<file path="src/rtl/mdio_pkg.sv">
// Shared frame layout, opcode/ST encodings and FSM states for the MDIO master.
package mdio_pkg;

  typedef enum logic [1:0] {ST_C45 = 2'b00, ST_C22 = 2'b01} mdio_st_e;
  typedef enum logic [1:0] {C22_WR = 2'b01, C22_RD = 2'b10} mdio_c22_op_e;
  typedef enum logic [1:0] {
    C45_ADDR = 2'b00, C45_WR = 2'b01, C45_PRIA = 2'b10, C45_RD = 2'b11
  } mdio_c45_op_e;

  // Field positions of the 32-bit management frame, MSB first on the wire.
  typedef struct packed {
    logic [1:0]  st;
    logic [1:0]  op;
    logic [4:0]  phyad;
    logic [4:0]  regad;
    logic [1:0]  ta;
    logic [15:0] data;
  } mdio_frame_t;

  localparam int HDR_BITS  = 14;
  localparam int TA_BITS   = 2;
  localparam int DATA_BITS = 16;
  localparam int WDAT_BITS = 18;

  typedef enum logic [2:0] {
    S_IDLE, S_PRE, S_HDR, S_TA, S_RDAT, S_WDAT, S_DONE
  } mdio_state_e;

endpackage

</file>
<file path="src/rtl/mdc_clkgen.sv">
// MDC generator: CLK_DIV clk low then CLK_DIV clk high per bit, held low while disabled.
// Strobes flag the clk edge at which MDC will rise or fall.
module mdc_clkgen #(
  parameter int CLK_DIV = 2
) (
  input  logic clk,
  input  logic rst,
  input  logic enable,
  output logic mdc,
  output logic mdc_rise,
  output logic mdc_fall
);

  localparam int DW = (CLK_DIV > 1) ? $clog2(CLK_DIV) : 1;
  localparam logic [DW-1:0] LAST = DW'(CLK_DIV - 1);

  logic [DW-1:0] div_q, div_d;
  logic          mdc_q, mdc_d;
  logic          tick;

  assign tick = enable && (div_q == LAST);

  always_comb begin
    div_d = div_q;
    mdc_d = mdc_q;
    if (!enable) begin
      div_d = '0;
      mdc_d = 1'b0;
    end else if (tick) begin
      div_d = '0;
      mdc_d = ~mdc_q;
    end else begin
      div_d = div_q + 1'b1;
    end
  end

  always_ff @(posedge clk or posedge rst) begin
    if (rst) begin
      div_q <= '0;
      mdc_q <= 1'b0;
    end else begin
      div_q <= div_d;
      mdc_q <= mdc_d;
    end
  end

  assign mdc      = mdc_q;
  assign mdc_rise = tick & ~mdc_q;
  assign mdc_fall = tick & mdc_q;

endmodule

</file>
<file path="src/rtl/mdio_master_param.sv">
// MDIO management master: optional preamble then one 32-bit Clause 22/45 frame on MDC/MDIO.
// Define MDIO_TA_CHECK_EN to flag reads where the PHY fails to drive 0 in the second TA bit.
module mdio_master_param #(
  parameter int CLK_DIV = 2,
  parameter int PRE_LEN = 32,
  parameter int CNT_W   = 6
) (
  input  logic        clk,
  input  logic        rst,
  input  logic        MDIO_START,
  input  logic [31:0] T_DATA,
  input  logic        MDIO_IN,
  output logic [15:0] RD_DATA,
  output logic        DATA_RDY,
  output logic        BUSY,
  output logic        ERR,
  output logic        MDC,
  output logic        MDIO_OE,
  output logic        MDIO_OUT
);
  import mdio_pkg::*;

  localparam logic [CNT_W-1:0] PRE_LAST  = (PRE_LEN > 0) ? CNT_W'(PRE_LEN - 1) : '0;
  localparam logic [CNT_W-1:0] HDR_LAST  = CNT_W'(HDR_BITS - 1);
  localparam logic [CNT_W-1:0] TA_LAST   = CNT_W'(TA_BITS - 1);
  localparam logic [CNT_W-1:0] DATA_LAST = CNT_W'(DATA_BITS - 1);
  localparam logic [CNT_W-1:0] WDAT_LAST = CNT_W'(WDAT_BITS - 1);

  mdio_state_e      state_q;
  mdio_frame_t      frame_in;
  logic [CNT_W-1:0] cnt_q;
  logic [31:0]      sh_q;
  logic [15:0]      rx_q, rd_data_q;
  logic             rd_q, run_q, busy_q, oe_q, out_q, rdy_q;
  logic             mdc_rise, mdc_fall, accept, ta_bad;

  assign frame_in = T_DATA;
  // A start seen in the completion-pulse cycle is dropped.
  assign accept   = (state_q == S_IDLE) && MDIO_START && !rdy_q;

  mdc_clkgen #(.CLK_DIV(CLK_DIV)) u_mdc (
    .clk(clk), .rst(rst), .enable(run_q),
    .mdc(MDC), .mdc_rise(mdc_rise), .mdc_fall(mdc_fall)
  );

  always_ff @(posedge clk or posedge rst) begin
    if (rst) begin
      state_q   <= S_IDLE;
      cnt_q     <= '0;
      sh_q      <= '0;
      rx_q      <= '0;
      rd_data_q <= '0;
      rd_q      <= 1'b0;
      run_q     <= 1'b0;
      busy_q    <= 1'b0;
      oe_q      <= 1'b0;
      out_q     <= 1'b0;
      rdy_q     <= 1'b0;
    end else begin
      rdy_q <= 1'b0;
      if (mdc_rise && state_q == S_RDAT) rx_q <= {rx_q[14:0], MDIO_IN};
      case (state_q)
        S_IDLE: if (accept) begin
          busy_q <= 1'b1;
          oe_q   <= 1'b1;
          run_q  <= 1'b1;
          rd_q   <= frame_in.op[1];
          if (PRE_LEN > 0) begin
            state_q <= S_PRE;
            cnt_q   <= PRE_LAST;
            out_q   <= 1'b1;
            sh_q    <= frame_in;
          end else begin
            state_q <= S_HDR;
            cnt_q   <= HDR_LAST;
            out_q   <= frame_in[31];
            sh_q    <= {frame_in[30:0], 1'b0};
          end
        end
        S_PRE: if (mdc_fall) begin
          if (cnt_q == '0) begin
            state_q <= S_HDR;
            cnt_q   <= HDR_LAST;
            out_q   <= sh_q[31];
            sh_q    <= {sh_q[30:0], 1'b0};
          end else cnt_q <= cnt_q - 1'b1;
        end
        S_HDR: if (mdc_fall) begin
          if (cnt_q == '0 && rd_q) begin
            state_q <= S_TA;
            cnt_q   <= TA_LAST;
            oe_q    <= 1'b0;
            out_q   <= 1'b0;
          end else begin
            if (cnt_q == '0) begin
              state_q <= S_WDAT;
              cnt_q   <= WDAT_LAST;
            end else cnt_q <= cnt_q - 1'b1;
            out_q <= sh_q[31];
            sh_q  <= {sh_q[30:0], 1'b0};
          end
        end
        S_TA: if (mdc_fall) begin
          if (cnt_q == '0) begin
            state_q <= S_RDAT;
            cnt_q   <= DATA_LAST;
          end else cnt_q <= cnt_q - 1'b1;
        end
        S_RDAT: if (mdc_fall) begin
          if (cnt_q == '0) begin
            state_q <= S_DONE;
            run_q   <= 1'b0;
          end else cnt_q <= cnt_q - 1'b1;
        end
        S_WDAT: if (mdc_fall) begin
          if (cnt_q == '0) begin
            state_q <= S_DONE;
            run_q   <= 1'b0;
          end else begin
            cnt_q <= cnt_q - 1'b1;
            out_q <= sh_q[31];
            sh_q  <= {sh_q[30:0], 1'b0};
          end
        end
        S_DONE: begin
          state_q <= S_IDLE;
          busy_q  <= 1'b0;
          oe_q    <= 1'b0;
          out_q   <= 1'b0;
          rdy_q   <= 1'b1;
          if (rd_q) rd_data_q <= ta_bad ? 16'hFFFF : rx_q;
        end
        default: state_q <= S_IDLE;
      endcase
    end
  end

`ifdef MDIO_TA_CHECK_EN
  logic ta_err_q, err_q;

  always_ff @(posedge clk or posedge rst) begin
    if (rst) begin
      ta_err_q <= 1'b0;
      err_q    <= 1'b0;
    end else if (accept) begin
      ta_err_q <= 1'b0;
      err_q    <= 1'b0;
    end else begin
      if (state_q == S_TA && mdc_rise && cnt_q == '0) ta_err_q <= MDIO_IN;
      if (state_q == S_DONE) err_q <= ta_err_q;
    end
  end

  assign ta_bad = ta_err_q;
  assign ERR    = err_q;
`else
  assign ta_bad = 1'b0;
  assign ERR    = 1'b0;
`endif

  assign RD_DATA  = rd_data_q;
  assign DATA_RDY = rdy_q;
  assign BUSY     = busy_q;
  assign MDIO_OE  = oe_q;
  assign MDIO_OUT = out_q;

endmodule
</file>
<file path="config.mk">
export PLATFORM = sky130hd
export DESIGN_NAME = mdio_master_param
export DESIGN_NICKNAME = d
export VERILOG_FILES = /design/src/rtl/mdio_pkg.sv /design/src/rtl/mdc_clkgen.sv /design/src/rtl/mdio_master_param.sv
export SDC_FILE = /design/constraint.sdc
export NUM_CORES = 1
export LEC_CHECK = 0
export BUFFER_PORTS_ARGS = -buffer_cell sky130_fd_sc_hd__clkbuf_2
export CORE_MARGIN = 1.5
export CORE_UTILIZATION = 30
export DETAILED_ROUTE_END_ITERATION = 16
export GPL_TIMING_DRIVEN = 1
export MAX_ROUTING_LAYER = met4
export PLACE_DENSITY = 0.53
export SYNTH_ARGS = -nofsm -noshare
export SYNTH_HDL_FRONTEND = slang
export SYNTH_SLANG_ARGS = --single-unit
</file>
<file path="constraint.sdc">
create_clock -name clk -period 2.75 [get_ports clk]
set_input_delay 0.55 -clock clk [delete_from_list [all_inputs] [get_ports clk]]
set_output_delay 0.55 -clock clk [all_outputs]
set_load 0.02 [all_outputs]
</file>
==> results of run 1 <==
==> how the worst min path moves through the flow <==
stage | start | endpoint | slack, ns | depth (start not counted)
finish | rst | rx_q[4] | 0.31 | 2
global route | rst | rx_q[4] | 0.38 | 2
CTS | rst | rx_q[4] | 0.35 | 2
detailed placement | sh_q[11] | sh_q[11] | 0.49 | 1
global placement | sh_q[14] | sh_q[14] | 0.49 | 1
floorplan | u_mdc.div_q | u_mdc.div_q | 0.47 | 1
==> cell type report <==
| type | count | area, sq um |
|---|---|---|
| inverter | 6 | 23.77 |
| multi-input combinational | 202 | 1838 |
| fill | 1242 | 7968 |
| clock inverter | 6 | 50.05 |
| sequential | 81 | 2027 |
| clock buffer | 10 | 239.0 |
| tap | 172 | 215.2 |
| timing repair buffer | 67 | 412.9 |
==> cells by family (layout without fill, tap and decap cells) <==
logic type | after synthesis | in the layout | synth area share
multiplexers | 97 | 97 | 0.3033
flip-flops | 81 | 81 | 0.5107
AND/OR/NAND/NOR | 58 | 58 | 0.07409
AO/OA/AOI/OAI | 44 | 44 | 0.07282
buffers and inverters | 23 | 89 | 0.03279
adder cells (fa/ha/maj) | 1 | 1 | 0.003152
other | 1 | 1 | 0.0009449
XOR/XNOR | 1 | 1 | 0.002207
==> power breakdown <==
group | switching, W | internal, W
combinational | 0.000311 | 0.000339
sequential | 0.000100 | 0.00129
clock | 0.000502 | 0.000647
total | 0.000914 | 0.00228
==> per-stage QoR <==
stage	power, W	cells	util
5_1_grt	0.003391	544	0.3762
4_1_cts	0.003247	544	0.3762
6_report	0.003191	544	0.3762
3_5_place_dp	0.002069	528	0.3536
2_1_floorplan	0.001899	306	-
3_3_place_gp	0.002065	528	0.3536
==> state kept, by name, summed over array words and instances, names as in the netlist, 3 cells and up <==
signal   cells
RD_DATA     16
cnt_q        6
rx_q        16
sh_q        32
state_q      3
==> critical path, delay by kind of cell, from the launching register on <==
family / cells / cell delay, ns
flip-flops: 1 / 0.39
multiplexers: 1 / 0.30
adder cells (fa/ha/maj): 1 / 0.25
buffers and inverters: 2 / 0.26
AND/OR/NAND/NOR: 2 / 0.44
AO/OA/AOI/OAI: 2 / 0.65
==> layer usage <==
metal / up-vias / global-route usage / part of all wire / wire (um)
li1: 1223 / - / - / -
met2: 54 / 0.1689 / 0.46 / 3492
met1: 1263 / 0.1664 / 0.49 / 3712
met5: - / - / 0 / 0
met3: 5 / 0.03779 / 0.047 / 355
met4: 0 / 0.03735 / 0.0072 / 55
==> cell usage after synthesis (3+ instances only) <==
| cell type | count | area [sq um] |
|---|---|---|
| nor3_1 | 4 | 20.02 |
| dfrtp_1 | 81 | 2027 |
| o31ai_1 | 3 | 22.52 |
| buf_6 | 4 | 45.04 |
| nor2_1 | 19 | 71.32 |
| a31oi_1 | 3 | 18.77 |
| mux2_4 | 30 | 450.4 |
| mux2_2 | 64 | 720.7 |
| a21oi_1 | 8 | 40.04 |
| buf_2 | 8 | 40.04 |
| and2_1 | 3 | 18.77 |
| inv_1 | 6 | 22.52 |
| o21ai_0 | 13 | 65.06 |
| nand3_1 | 3 | 15.01 |
| nand2_1 | 15 | 56.30 |
| nor2b_1 | 5 | 31.28 |
==> results.py, run 1 <==
metrics = {
    "clock_network": {
        "clock_sinks": 81,
        "cts_setup_buffers": 0,
        "cts.path.max_buffers": 2,
        "cts.clk_slew.worst_paths_ns": 0.06,
        "cts_tree": "built",
        "clk_latency_ns": 0.33,
        "hold_buffers": 0,
        "cts_buffers": 9,
        "root_buffer": "clkbuf_16",
        "cts.htree.levels": 3,
        "cts_resized": 0,
    },
    "critical_path": {
        "critPathMaxStageDelay_ns": 0.39,
        "path_cells": "inv_1, ha_1, nor3b_4, and2_1, a32oi_1, o221a_4, buf_12, mux2_4",
        "end_kind": "flip-flop",
        "reg2reg_slack_ns": 0.33,
        "crit_end": "sh_q[6]",
        "startpoint": "cnt_q[0]",
        "crit_arrival_ns": 2.64,
        "critPathSlowestCell": "dfrtp_1",
        "critPathLaunchType": "flip-flop",
        "worst-path-max-fanout": 12,
        "required_ns": 2.97,
        "path_class": "flip-flop to flip-flop",
        "rr_startpoint": "cnt_q[0]",
        "timing.rr.end": "sh_q[6]",
        "rr_worst_depth": 8,
    },
    "global_routing": {
        "grt_pass1_vias": 2564,
        "antenna_found_initial": 0,
        "gr-total-overflow": 0,
        "grt_max_degree": 45,
        "grt_pass1_wl_mm": 13.29,
        "grtUsageTotal": 0.1208,
    },
    "sta": {
        "rsz0062_at_grt": "false",
        "period_minus_slack_ns": 2.421,
        "timing.fmax_mhz": 413.1,
        "slew_viol_final": 0,
        "finalCritPeriodShare": 0.8803,
        "slew_headroom": 0.4836,
        "hold_viol_final": 0,
        "tightestPinTransition_ns": 0.7738,
        "fin_setup_tns_ns": 0,
        "fin_ws_ns": 0.3291,
        "setup_violations": 0,
        "whs_ns": 0.3110,
        "finClkSkew_ns": 0.007773,
    },
    "route": {
        "vias": 2545,
        "drc": 0,
        "finalWirelength_mm": 7.614,
        "drt-vias-per-instance": 4.678,
        "drt-wirelength-per-cell_um": 14.00,
        "dr.pass1.iters": 4,
        "postRouteAntennaNets": 0,
        "drt_iter0_drc": 105,
    },
    "placed_design": {
        "port_buffers": 56,
        "place_congestion": 0.8317,
        "place_ws_ns": 0.3626,
        "dp_hpwl_mm": 5.308,
        "place_area_sq_mm": 0.004517,
    },
    "pwr": {
        "power_density_mw_per_mm2": 664.0,
        "vdd_drop_max_uv": 313.3,
        "p_leak_nw": 2.383,
    },
    "cells_and_area": {
        "finalNetCount": 404,
        "final_cell_mix": "dfrtp_1, mux2_2, clkbuf_2, mux2_4, nor2_1",
        "final_common_cell": "dfrtp_1",
        "stdcell_area_sq_mm": 0.004806,
        "diodes": 0,
        "layout-drive-gt1-share": 0.4973,
        "area_growth_pct": 21.09,
    },
    "logic_synthesis": {
        "synth-seq-cells": 81,
        "syn_avg_cell_area_sq_um": 12.97,
        "synth_cells": 306,
        "synthesis.area_sq_mm": 0.003969,
        "synth_edf_count": 0,
        "async_reset_ff_frac": 1.000,
        "ys.flop_type": "dfrtp_1",
        "syn-num-nets": 343,
        "synth.distinct_cells": 45,
        "ys_seq_area_frac": 0.5107,
        "synth-warning-count": 0,
    },
    "floorplanning": {
        "die_w_um": 118.0,
        "core_area_sq_mm": 0.01277,
        "start_util": 0.3107,
        "dieArea_sq_mm": 0.01393,
        "die_y_um": 118.0,
        "io_pins": 58,
        "placementRows": 41,
    },
    "status": {
        "outcome": "finished, final reports clean",
    },
    "min_path": {
        "hp-class": "input port to async pin",
    },
    "flow_run": {
        "cap_violations": 0,
    },
}
No activity file was read; power rests on OpenSTA's default activity.
==> inputs of run 2 (changes only) <==
--- a/config.mk
+++ b/config.mk
@@ -11,7 +11,7 @@
 export DETAILED_ROUTE_END_ITERATION = 16
 export GPL_TIMING_DRIVEN = 1
 export MAX_ROUTING_LAYER = met4
-export PLACE_DENSITY = 0.53
+export PLACE_DENSITY = 0.51
 export SYNTH_ARGS = -nofsm -noshare
 export SYNTH_HDL_FRONTEND = slang
 export SYNTH_SLANG_ARGS = --single-unit
==> constraint.sdc (replaced) <==
create_clock -name clk -period 2.9 [get_ports clk]
set_input_delay 0.58 -clock clk [delete_from_list [all_inputs] [get_ports clk]]
set_output_delay 0.58 -clock clk [all_outputs]
set_load 0.02 [all_outputs]
==> results.py, run 2 (synthesis gave the netlist of run 1 again) <==
metrics = {
    "status": {
        "outcome": "finished, final reports clean",
    },
    "clock_network": {
        "cts.clk_slew.worst_paths_ns": 0.06,
        "cts.path.max_buffers": 2,
        "cts_setup_buffers": 0,
        "root_buffer": "clkbuf_16",
        "clk_latency_ns": 0.33,
        "cts_tree": "built",
        "hold_buffers": 0,
        "clock_sinks": 81,
        "cts_buffers": 9,
        "cts_resized": 0,
        "cts.htree.levels": 3,
    },
    "critical_path": {
        "timing.rr.end": "sh_q[14]",
        "path_cells": "inv_1, ha_1, nor3b_4, and2_1, a32oi_1, o221a_4, buf_12, mux2_2",
        "end_kind": "flip-flop",
        "required_ns": 3.11,
        "reg2reg_slack_ns": 0.37,
        "crit_arrival_ns": 2.74,
        "rr_startpoint": "cnt_q[0]",
        "critPathSlowestCell": "o221a_4",
        "worst-path-max-fanout": 19,
        "critPathMaxStageDelay_ns": 0.42,
        "critPathLaunchType": "flip-flop",
        "path_class": "flip-flop to flip-flop",
        "rr_worst_depth": 8,
    },
    "cells_and_area": {
        "final_common_cell": "dfrtp_1",
        "area_growth_pct": 19.26,
        "finalNetCount": 401,
        "regMostFlops": "sh_q",
        "ff_latch_area_sq_mm": 0.002027,
        "layout-drive-gt1-share": 0.4864,
        "multi_input_comb_area_sq_mm": 0.001838,
        "diodes": 0,
        "fillers": 1273,
        "final_cell_mix": "dfrtp_1, mux2_2, clkbuf_2, mux2_4, nor2_1",
        "largest_register_ffs": 32,
    },
    "global_routing": {
        "grt_max_degree": 43,
        "grtUsageMet3": 0.03924,
        "grt_pass1_wl_mm": 13.37,
        "grt_pass1_vias": 2717,
        "gr-total-overflow": 0,
        "grtUsageMet2": 0.1857,
        "grtUsageTotal": 0.1229,
        "met1_usage": 0.1568,
        "top_usage_layer": "met2",
        "antenna_found_initial": 0,
    },
    "pwr": {
        "power_density_mw_per_mm2": 619.5,
        "vdd_drop_max_uv": 288.7,
        "p_leak_nw": 2.348,
    },
    "floorplanning": {
        "io_pins": 58,
        "die_y_um": 118.0,
        "dieArea_sq_mm": 0.01393,
        "placementRows": 41,
        "die_w_um": 118.0,
        "start_util": 0.3107,
        "core_area_sq_mm": 0.01277,
    },
    "placed_design": {
        "dp_hpwl_mm": 5.284,
        "place_congestion": 0.8621,
        "port_buffers": 56,
    },
    "sta": {
        "slew_headroom": 0.5158,
        "hold_viol_final": 0,
        "timing.fmax_mhz": 396.0,
        "whs_ns": 0.3278,
        "finClkSkew_ns": 0.004712,
        "slew_viol_final": 0,
        "period_minus_slack_ns": 2.526,
        "finalCritPeriodShare": 0.8709,
        "fin_setup_tns_ns": 0,
        "setup_violations": 0,
        "tightestPinTransition_ns": 0.7255,
        "rsz0062_at_grt": "false",
    },
    "route": {
        "drt_iter0_drc": 157,
        "postRouteAntennaNets": 0,
        "drc": 0,
        "drt-wirelength-per-cell_um": 14.21,
        "drt-vias-per-instance": 4.672,
        "dr.pass1.iters": 4,
        "finalWirelength_mm": 7.672,
        "vias": 2523,
    },
    "flow_run": {
        "cap_violations": 0,
    },
    "min_path": {
        "hp-class": "input port to async pin",
    },
}
==> run 2: cell count changes in the layout (fill, tap and decap cells not counted) <==
cell / before / now
inv_6: 1 / 0
clkinv_4: 2 / 0
buf_4: 7 / 6
clkbuf_1: 0 / 2
buf_12: 4 / 2
clkinv_2: 2 / 3
inv_8: 1 / 0
==> run 2: how the worst max path moves through the flow <==
stage,from,endpoint,slack [ns],cells after the start
detailed placement,cnt_q[0],sh_q[14],0.38,8
global route,cnt_q[0],sh_q[14],0.21,8
global placement,cnt_q[0],sh_q[14],0.43,8
CTS,cnt_q[0],sh_q[14],0.36,8
finish,cnt_q[0],sh_q[14],0.37,8
floorplan,rst,BUSY,0.24,1
==> run 2: worst max-delay path, delay by kind of cell (launching register included) <==
family / cells / cell delay [ns]
AO/OA/AOI/OAI: 2 / 0.69
adder cells (fa/ha/maj): 1 / 0.24
buffers and inverters: 2 / 0.30
flip-flops: 1 / 0.39
multiplexers: 1 / 0.35
AND/OR/NAND/NOR: 2 / 0.44
==> run 2: cell type report <==
type                    instances  area share
repair buffers                 64     0.07719
well taps                     172     0.04547
multi-input cells             202      0.3883
flip-flops and latches         81      0.4282
clock buffers                  12     0.05207
clock inverters                 3    0.003701
inverters                       6    0.005022
==> run 2: through the flow <==
stage | util | total power [W] | worst slack, ns | instances | area, sq um
floorplan | - | 0.001801 | 0.2399 | 306 | 3969
global placement | 0.3499 | 0.001940 | 0.4275 | 525 | 4469
detailed placement | 0.3499 | 0.001949 | 0.3758 | 525 | 4469
CTS | 0.3706 | 0.002991 | 0.3606 | 540 | 4733
global route | 0.3706 | 0.003122 | 0.2148 | 540 | 4733
finish | 0.3706 | 0.002932 | 0.3745 | 540 | 4733
==> run 2: routing by layer <==
| layer | share of wire | up-vias | routed length, um |
|---|---|---|---|
| li1 | - | 1212 | - |
| met1 | 0.48 | 1249 | 3665 |
| met2 | 0.46 | 57 | 3560 |
| met3 | 0.049 | 5 | 379 |
| met4 | 0.0085 | 0 | 65 |
| met5 | 0 | - | 0 |
==> run 2: report_power, final <==
part	switching, W	leakage, nW	internal, W
Clock	0.000413	0.128	0.000595
Combinational	0.000290	1.12	0.000309
Sequential	0.0000994	1.10	0.00123
